[config.mk]
export PLATFORM = sky130hd
export DESIGN_NAME = cic_decimator
export DESIGN_NICKNAME = d
export VERILOG_FILES = /design/src/rtl/cic_pkg.sv /design/src/rtl/cic_comb_stage.sv /design/src/rtl/cic_decimator.sv
export SDC_FILE = /design/constraint.sdc
export NUM_CORES = 1
export LEC_CHECK = 0
export BUFFER_PORTS_ARGS = -buffer_cell sky130_fd_sc_hd__buf_2
export CAP_MARGIN = 10
export CORE_ASPECT_RATIO = 2
export CORE_MARGIN = 2
export CORE_UTILIZATION = 55
export DETAILED_ROUTE_END_ITERATION = 8
export GPL_ROUTABILITY_DRIVEN = 0
export PLACE_DENSITY = 0.71
export SETUP_SLACK_MARGIN = 0.05
export SKIP_LAST_GASP = 1
export SLEW_MARGIN = 10
export SYNTH_ARGS = -nofsm -noshare
export SYNTH_HDL_FRONTEND = slang
export SYNTH_SLANG_ARGS = --single-unit
[constraint.sdc]
create_clock -name clk -period 3.69 [get_ports clk]
set_input_delay 0.1845 -clock clk [delete_from_list [all_inputs] [get_ports clk]]
set_output_delay 0.1845 -clock clk [all_outputs]
set_load 0.05 [all_outputs]
[src/rtl/cic_pkg.sv]
// Shared constants and types for the PDM-to-PCM CIC decimator.
// Defaults give a 4-stage, 16:1 CIC with an 18-bit modular datapath and 17-bit output.
package cic_pkg;

  localparam int ORDER      = 4;
  localparam int LOG2_DECIM = 4;
  localparam int DECIM      = 2 ** LOG2_DECIM;
  localparam int ACC_W      = 2 + ORDER * LOG2_DECIM;
  localparam int OUT_W      = 17;

  typedef logic signed [ACC_W-1:0] acc_t;

  // Output clamp limits: full-scale positive (+65536) cannot be represented in OUT_W bits.
  localparam acc_t SAT_MAX = acc_t'((2 ** (OUT_W - 1)) - 1);
  localparam acc_t SAT_MIN = acc_t'(-(2 ** (OUT_W - 1)));

endpackage

[src/rtl/cic_comb_stage.sv]
// One registered CIC comb section: out = in - previous accepted in.
// Arithmetic wraps at W bits, which is what keeps the CIC result exact.
module cic_comb_stage
  import cic_pkg::*;
#(
  parameter int W = ACC_W
) (
  input  logic         clk,
  input  logic         rst_n,
  input  logic         clear,
  input  logic [W-1:0] in_data,
  input  logic         in_valid,
  output logic [W-1:0] out_data,
  output logic         out_valid
);

  logic [W-1:0] dly_q, dly_d;
  logic [W-1:0] out_data_q, out_data_d;
  logic         out_valid_q, out_valid_d;

  always_comb begin
    dly_d       = dly_q;
    out_data_d  = out_data_q;
    out_valid_d = in_valid;
    if (clear) begin
      dly_d       = '0;
      out_data_d  = '0;
      out_valid_d = 1'b0;
    end else if (in_valid) begin
      out_data_d = in_data - dly_q;
      dly_d      = in_data;
    end
  end

  always_ff @(posedge clk or negedge rst_n) begin
    if (!rst_n) begin
      dly_q       <= '0;
      out_data_q  <= '0;
      out_valid_q <= 1'b0;
    end else begin
      dly_q       <= dly_d;
      out_data_q  <= out_data_d;
      out_valid_q <= out_valid_d;
    end
  end

  assign out_data  = out_data_q;
  assign out_valid = out_valid_q;

endmodule

[src/rtl/cic_decimator.sv]
// Hogenauer CIC decimator for one PDM channel: integrators at the PDM strobe rate,
// pipelined combs at the decimated rate, then clamp to OUT_W and warm-up gating.
module cic_decimator #(
  parameter int ORDER      = cic_pkg::ORDER,
  parameter int LOG2_DECIM = cic_pkg::LOG2_DECIM,
  parameter int OUT_W      = cic_pkg::OUT_W
) (
  input  logic             clk,
  input  logic             rst_n,
  input  logic             clear,
  input  logic             pdm_valid,
  input  logic             pdm_bit,
  output logic             out_valid,
  output logic [OUT_W-1:0] out_data
);

  localparam int DECIM = 2 ** LOG2_DECIM;
  localparam int ACC_W = 2 + ORDER * LOG2_DECIM;
  localparam logic signed [ACC_W-1:0] SAT_MAX = ACC_W'((2 ** (OUT_W - 1)) - 1);
  localparam logic signed [ACC_W-1:0] SAT_MIN = ACC_W'(-(2 ** (OUT_W - 1)));

  logic signed [ACC_W-1:0] integ_q [ORDER];
  logic signed [ACC_W-1:0] integ_d [ORDER];
  logic signed [ACC_W-1:0] x;
  logic [LOG2_DECIM-1:0]   count_q, count_d;
  logic                    dec_strobe_q, dec_strobe_d;
  logic [2:0]              warm_q, warm_d;
  logic                    out_valid_q, out_valid_d;
  logic [OUT_W-1:0]        out_data_q, out_data_d;

  logic [ORDER:0][ACC_W-1:0] comb_data;
  logic [ORDER:0]            comb_valid;
  logic signed [ACC_W-1:0]   comb_res;

  assign x = pdm_bit ? ACC_W'(1) : {ACC_W{1'b1}};

  // Each integrator adds the pre-update value of its predecessor (pipelined chain).
  always_comb begin
    integ_d      = integ_q;
    count_d      = count_q;
    dec_strobe_d = 1'b0;
    if (clear) begin
      for (int k = 0; k < ORDER; k++) integ_d[k] = '0;
      count_d = '0;
    end else if (pdm_valid) begin
      integ_d[0] = integ_q[0] + x;
      for (int k = 1; k < ORDER; k++) integ_d[k] = integ_q[k] + integ_q[k-1];
      count_d      = count_q + LOG2_DECIM'(1);
      dec_strobe_d = (count_q == LOG2_DECIM'(DECIM - 1));
    end
  end

  assign comb_data[0]  = integ_q[ORDER-1];
  assign comb_valid[0] = dec_strobe_q;

  generate
    for (genvar gi = 0; gi < ORDER; gi++) begin : g_comb
      cic_comb_stage #(.W(ACC_W)) u_comb (
        .clk       (clk),
        .rst_n     (rst_n),
        .clear     (clear),
        .in_data   (comb_data[gi]),
        .in_valid  (comb_valid[gi]),
        .out_data  (comb_data[gi+1]),
        .out_valid (comb_valid[gi+1])
      );
    end
  endgenerate

  assign comb_res = comb_data[ORDER];

  // Results keep flowing into out_data during warm-up; only the pulse is withheld.
  always_comb begin
    warm_d      = warm_q;
    out_valid_d = 1'b0;
    out_data_d  = out_data_q;
    if (clear) begin
      warm_d     = '0;
      out_data_d = '0;
    end else if (comb_valid[ORDER]) begin
      if (comb_res > SAT_MAX)      out_data_d = SAT_MAX[OUT_W-1:0];
      else if (comb_res < SAT_MIN) out_data_d = SAT_MIN[OUT_W-1:0];
      else                         out_data_d = comb_res[OUT_W-1:0];
      if (warm_q == 3'(ORDER)) out_valid_d = 1'b1;
      else                     warm_d      = warm_q + 3'd1;
    end
  end

  always_ff @(posedge clk or negedge rst_n) begin
    if (!rst_n) begin
      for (int k = 0; k < ORDER; k++) integ_q[k] <= '0;
      count_q      <= '0;
      dec_strobe_q <= 1'b0;
      warm_q       <= '0;
      out_valid_q  <= 1'b0;
      out_data_q   <= '0;
    end else begin
      for (int k = 0; k < ORDER; k++) integ_q[k] <= integ_d[k];
      count_q      <= count_d;
      dec_strobe_q <= dec_strobe_d;
      warm_q       <= warm_d;
      out_valid_q  <= out_valid_d;
      out_data_q   <= out_data_d;
    end
  end

  assign out_valid = out_valid_q;
  assign out_data  = out_data_q;

endmodule

=== Word-level counts from Yosys, hierarchy flattened ===
Index checks and enable logic that the tools add are counted.

* Register bits after elaboration: 246
* Bits in latches: 0
* Bits in writable memories: 0
* Bits in read-only memories: 0
* Bits of input ports: 5
* Memories: 0

* Add/subtract/negate cells: 10
* Multiply operators: 0
* Div/mod/pow operators: 0
* Magnitude comparators: 2
* Equal/unequal tests: 3
* Shift operators: 0
* Muxes and demuxes: 37
* Bitwise gates (word level): 0
* Reductions and logical operators: 7

{| class="wikitable"
|+ Operators by type and width
! operator !! number
|-
| $mux 18 || 17
|-
| $mux 72 || 2
|-
| $add 18x18->18 || 4
|-
| $sub 18x18->18 || 4
|-
| $mux 17 || 4
|-
| $gt 18x17->1 const B || 1
|-
| $lt 18x17->1 const B || 1
|-
| $reduce_bool 2->1 || 6
|-
| $mux 1 || 9
|-
| $mux 3 || 3
|-
| $mux 4 || 2
|-
| $add 4x1->4 const B || 1
|-
| $eq 4x4->1 const B || 1
|-
| $add 3x1->3 const B || 1
|-
| $eq 3x3->1 const B || 1
|-
| $ne 2x2->1 const B || 1
|-
| $reduce_and 2->1 || 1
|}

=== Longest topological paths before layout ===
* Depth in word-level cells: 5
* Gate-level depth with buffers: 11
* Mapped depth without buffers: 11

=== Cells and area by module ===
From an unflattened synthesis, not the netlist that was laid out.

* Cell total of the unflattened synthesis: 1,787
* Area, all modules: 16,473.3 µm²

{| class="wikitable"
|+ Modules (own cells, without submodules)
! module !! times used !! cells an instance !! area each (µm²) !! sequential area each (µm²)
|-
| cic_comb_stage || 4 || 253 || 2,371.0 || 925.9
|-
| cic_decimator || 1 || 775 || 6,989.2 || 2,452.4
|}

=== Worst setup path before layout ===
OpenSTA, ideal clock, no wires.

* Path kind: register to register
* Start: register integ_q (netlist bit comb_data[6])
* End: register integ_q (netlist bit comb_data[17])
* Library setup time: 0.132 ns
* Arrival: 2.572 ns
* Required time: 3.558 ns
* Path slack: 0.986 ns
* Stages on the path, launching flop included: 10
* Period minus slack after synthesis: 2.704 ns
* Path through: dfrtp_1 > ha_1 > o21ai_1 > or3_1 > or3_1 > o311a_4 > or4_1 > o311ai_1 > xnor2_1 > nor2_1

* Longest elaborated chain between the ends: 3

{| class="wikitable"
|+ Ends and longest elaborated chain
! item !! line !! text
|-
| start: declaration || cic_decimator.sv:22 || <nowiki>logic signed [ACC_W-1:0] integ_q [ORDER];</nowiki>
|-
| $add 18x18->18 || cic_decimator.sv:47 || <nowiki>for (int k = 1; k < ORDER; k++) integ_d[k] = integ_q[k] + integ_q[k-1];</nowiki>
|-
| $mux 72 || cic_decimator.sv:45 || <nowiki>end else if (pdm_valid) begin</nowiki>
|-
| $mux 72 || cic_decimator.sv:42 || <nowiki>if (clear) begin</nowiki>
|}

No other way between the ends. The select of a mux whose other input is x is not followed.
A chain may end at the register's enable or synchronous reset.

=== Final worst setup path ===
* Start: register integ_q (netlist bit comb_data[2])
* End: register integ_q (netlist bit comb_data[17])

The elaborated chain is that of the path after synthesis.

==> results.md <==
- Min Clock Period, post-route: around 3.0 ns
- Final HPWL DP: about 28 mm
- Pre-CTS WS: around 0.70 ns
- Peak Freq: 0.333 GHz
- Initial antenna violation count: 0
- RSZ-0062 raised after global routing: false
- Ys Warns: 0
- CTS Hold Bufs: 1
- Number of library cell types mapped by synthesis: 64
- P&R area growth vs syn: 8.59%
- Max_cap viols: 0
- H-tree levels: 1
- DRC Markers: 0
- Top post-synthesis cells by count: nor2_1, dfrtp_1, ha_1
- I/O pin count: 23
- Relative slew margins: 31.9%
- CP Class: reg -> reg
- Grt peak-use layer: met2
- Delay-heaviest family, CP: simple AND/OR/NAND/NOR gates
- Top-count cell post-synth: nor2_1
- Main area contributors after synthesis: dfrtp_1, ha_1, mux2i_1
- Initial core utilization: 55.8%
- R2R setup slack: between 0.6 and 0.7 ns
- Met2 GRT Util: between 50 and 60%
- Core Rows: between 80 and 90
- Max-slew violation count: 0
- Post-synth EDFFs: 0
- TNS Setup: 0 ns
- Crit path buffers/inverters: 0
- Share of the synthesized area in the top cell type: a little under two fifths
- Avg Inst Size Synth: around 9.3 um2
- Critical Path Sink Type: flip-flop
- Ys async rst share: 100%
- Post-synthesis cell area: 16000 um2
- Die Span X: ~120 um
- Maximum VDD drop: about 0.29 mV
- Tcrit/Tclk final: 81.3%
- GRT met1 Usage: around a quarter
- Number of setup buffers added after CTS: 0
- CTS clk-pin slew, worst paths: about 0.060 ns
- Die ar.: approximately 31000 um2
- Prevailing post-synth register cell: dfrtp_1
- Cts repair resizes: 0
- Status: finished, final reports clean
- Port-buffer cells: 22
- Routed WL: between 30 and 40 mm
- Yosys reg bits: roughly 250
- Startpoint types: flip-flop
- Worst skew pair latency: about 0.54 ns
- Final setup vio count: 0
- GR met3 Demand/Resource: ~2.3%
- Final hold slack: roughly 0.042 ns
- Die height: 246 um
- Static Leak: 8.16 nW
- First-pass GRT wire length: around 64 mm
- Layout cells sized above 1: ~5.3%
- Num CTS Buffers: 25
- Sequential fraction of the synthesis area: 38.4%
- N_diodes: 0
- Reg2reg start: comb_data[2]
- WP data required: 4.09 ns
- Initial DRC count: between 500 and 600
- Pin count of the biggest net entering global routing: roughly 170
- Slew @ Worst Pin: between 1 and 1.5 ns
- Hold Violations, Final: 0
- Hold/Removal Path Class: in -> async
- Pwr per Cell Area: ~390 nW/um2
- Max incr delay on CP: roughly 0.51 ns
- CTS tree: built
- Setup slack after layout: roughly 0.69 ns
- Detail Route Antenna Nets: 0
- DR vias/cell: around 6
- Arrival time at the worst endpoint: roughly 3.4 ns
- Fin nets: about 1.9k
- Global route overflow: 0
- Cell Chain, Critical Path: ha_1 -> o21ai_0 -> o21a_1 -> or3_1 -> o311a_4 -> or4_1 -> o311ai_1 -> xnor2_1 -> nor2_1
- CTS sink cnt: ~250
- Worst reg2reg path endpoint: comb_data[17]
- DR vias: about 13k
- TritonRoute pass-1 iters: 5
- Worst r2r path cells: 9
- Area leader, netlist: dfrtp_1
- Worst Path Max Fanout: 5
- Total track usage: between 20 and 30%
- Avg WL per Cell: 18.2 um
- Vias in the first global route: 13.4k
- Max stage delay cell, worst path: or4_1
- Layout Utilization: about three fifths
- Mapped Cells: approximately 1.7k
- CTS root buf: clkbuf_16
- Max Clock Skew: 0.00714 ns
- Longest Clk Path Bufs: 3
- Core box area: about 29000 um2
- Syn_nets: 1873
-- metal layers --
layer	vias up	share of wire [%]
met5	-	0
met3	117	2.5
met4	0	5.5
li1	6146	-
met2	210	57
met1	6275	35
-- cell type report --
type	count	area, um2
Fill cell	2435	11300
Clock inverter	9	106
Sequential cell	246	6160
Inverter	110	413
Tap cell	360	450
Timing Repair Buffer	41	309
Multi-Input combinational cell	1301	9240
Clock buffer	37	751
-- flip-flops by register name, indices dropped and copies added, names as in the netlist --
| name | count |
|---|---|
| warm_q | 3 |
| count_q | 4 |
| integ_q | 54 |
| dec_strobe_q | 1 |
| comb_data | 18 |
| g_comb.u_comb.out_data | 72 |
| g_comb.u_comb.dly_q | 72 |
| out_valid | 1 |
| g_comb.u_comb.out_valid | 4 |
| out_data | 17 |
-- worst reg2reg max path, delay by kind of cell, from the launching register on --
| family | cells | cell delay, ns |
|---|---|---|
| AOI/OAI and AO/OA | 4 | 0.88 |
| and+or+nand+nor | 3 | 1.01 |
| xor gates and xnor gates | 1 | 0.16 |
| adders and majority gates | 1 | 0.39 |
| DFF | 1 | 0.43 |
-- cell families (layout without fill, tap and decap cells) --
| kind of cell | after synthesis | count (layout) | share of synthesized area, % |
|---|---|---|---|
| and+or+nand+nor | 475 | 475 | 13.5 |
| DFF | 246 | 246 | 38.4 |
| adders and majority gates | 146 | 146 | 11.8 |
| AOI/OAI and AO/OA | 453 | 453 | 18.9 |
| buffers and inverters | 175 | 197 | 4.09 |
| xor gates and xnor gates | 96 | 96 | 5.24 |
| muxes | 131 | 131 | 8.18 |
-- stage by stage --
stage          cell area, um2  instances  total power [W]
6_report                17400       2104          0.00674
5_1_grt                 17400       2104          0.00705
4_1_cts                 17400       2104          0.00681
3_5_place_dp            16600       2057          0.00414
3_3_place_gp            16600       2057          0.00410
2_1_floorplan           16000       1722          0.00380
-- worst max path at each step --
| stage | slack [ns] | to | start | cells after the start |
|---|---|---|---|---|
| after CTS | 0.69 | comb_data[17] | comb_data[2] | 9 |
| after global routing | 0.49 | g_comb[3].u_comb.out_data[17] | g_comb[2].u_comb.out_data[6] | 7 |
| final | 0.69 | comb_data[17] | comb_data[2] | 9 |
| after floorplan | 0.99 | comb_data[17] | comb_data[6] | 9 |
| after detailed placement | 0.70 | integ_q[71] | pdm_bit | 11 |
| after global placement | 0.71 | integ_q[71] | pdm_bit | 11 |
-- power by group --
group          internal (W)  switching, W  total (W)
Sequential          0.00279      0.000120    0.00291
Clock               0.00155       0.00110    0.00265
Combinational      0.000496      0.000687    0.00118
-- cell usage in the layout, fill, tap and decap left out, types with 5 or more instances in the layout --
cell type and n:
o211ai_1 9, a21o_1 49, nor2b_1 23, a2111oi_0 7, o21bai_1 11, o21ai_0 79, nand2_1 53, and4_1 5
xor2_1 37, buf_2 20, nor3_1 40, a22o_1 18, buf_4 15, nor4_1 5, clkbuf_16 25, and2_1 5
and3_1 6, a2111o_1 10, a21boi_0 5, a211oi_1 38, fa_1 8, a211o_1 8, mux2i_1 130, or3_1 14
dfrtp_1 243, nand4_1 7, nand3_1 21, a21oi_1 125, ha_1 138, nand2b_1 24, o31ai_1 9, nor2_1 255
clkbuf_8 8, a31oi_1 10, inv_1 110, o21a_1 29, xnor2_1 59
Note: power is estimated with default switching activity, not from simulation.
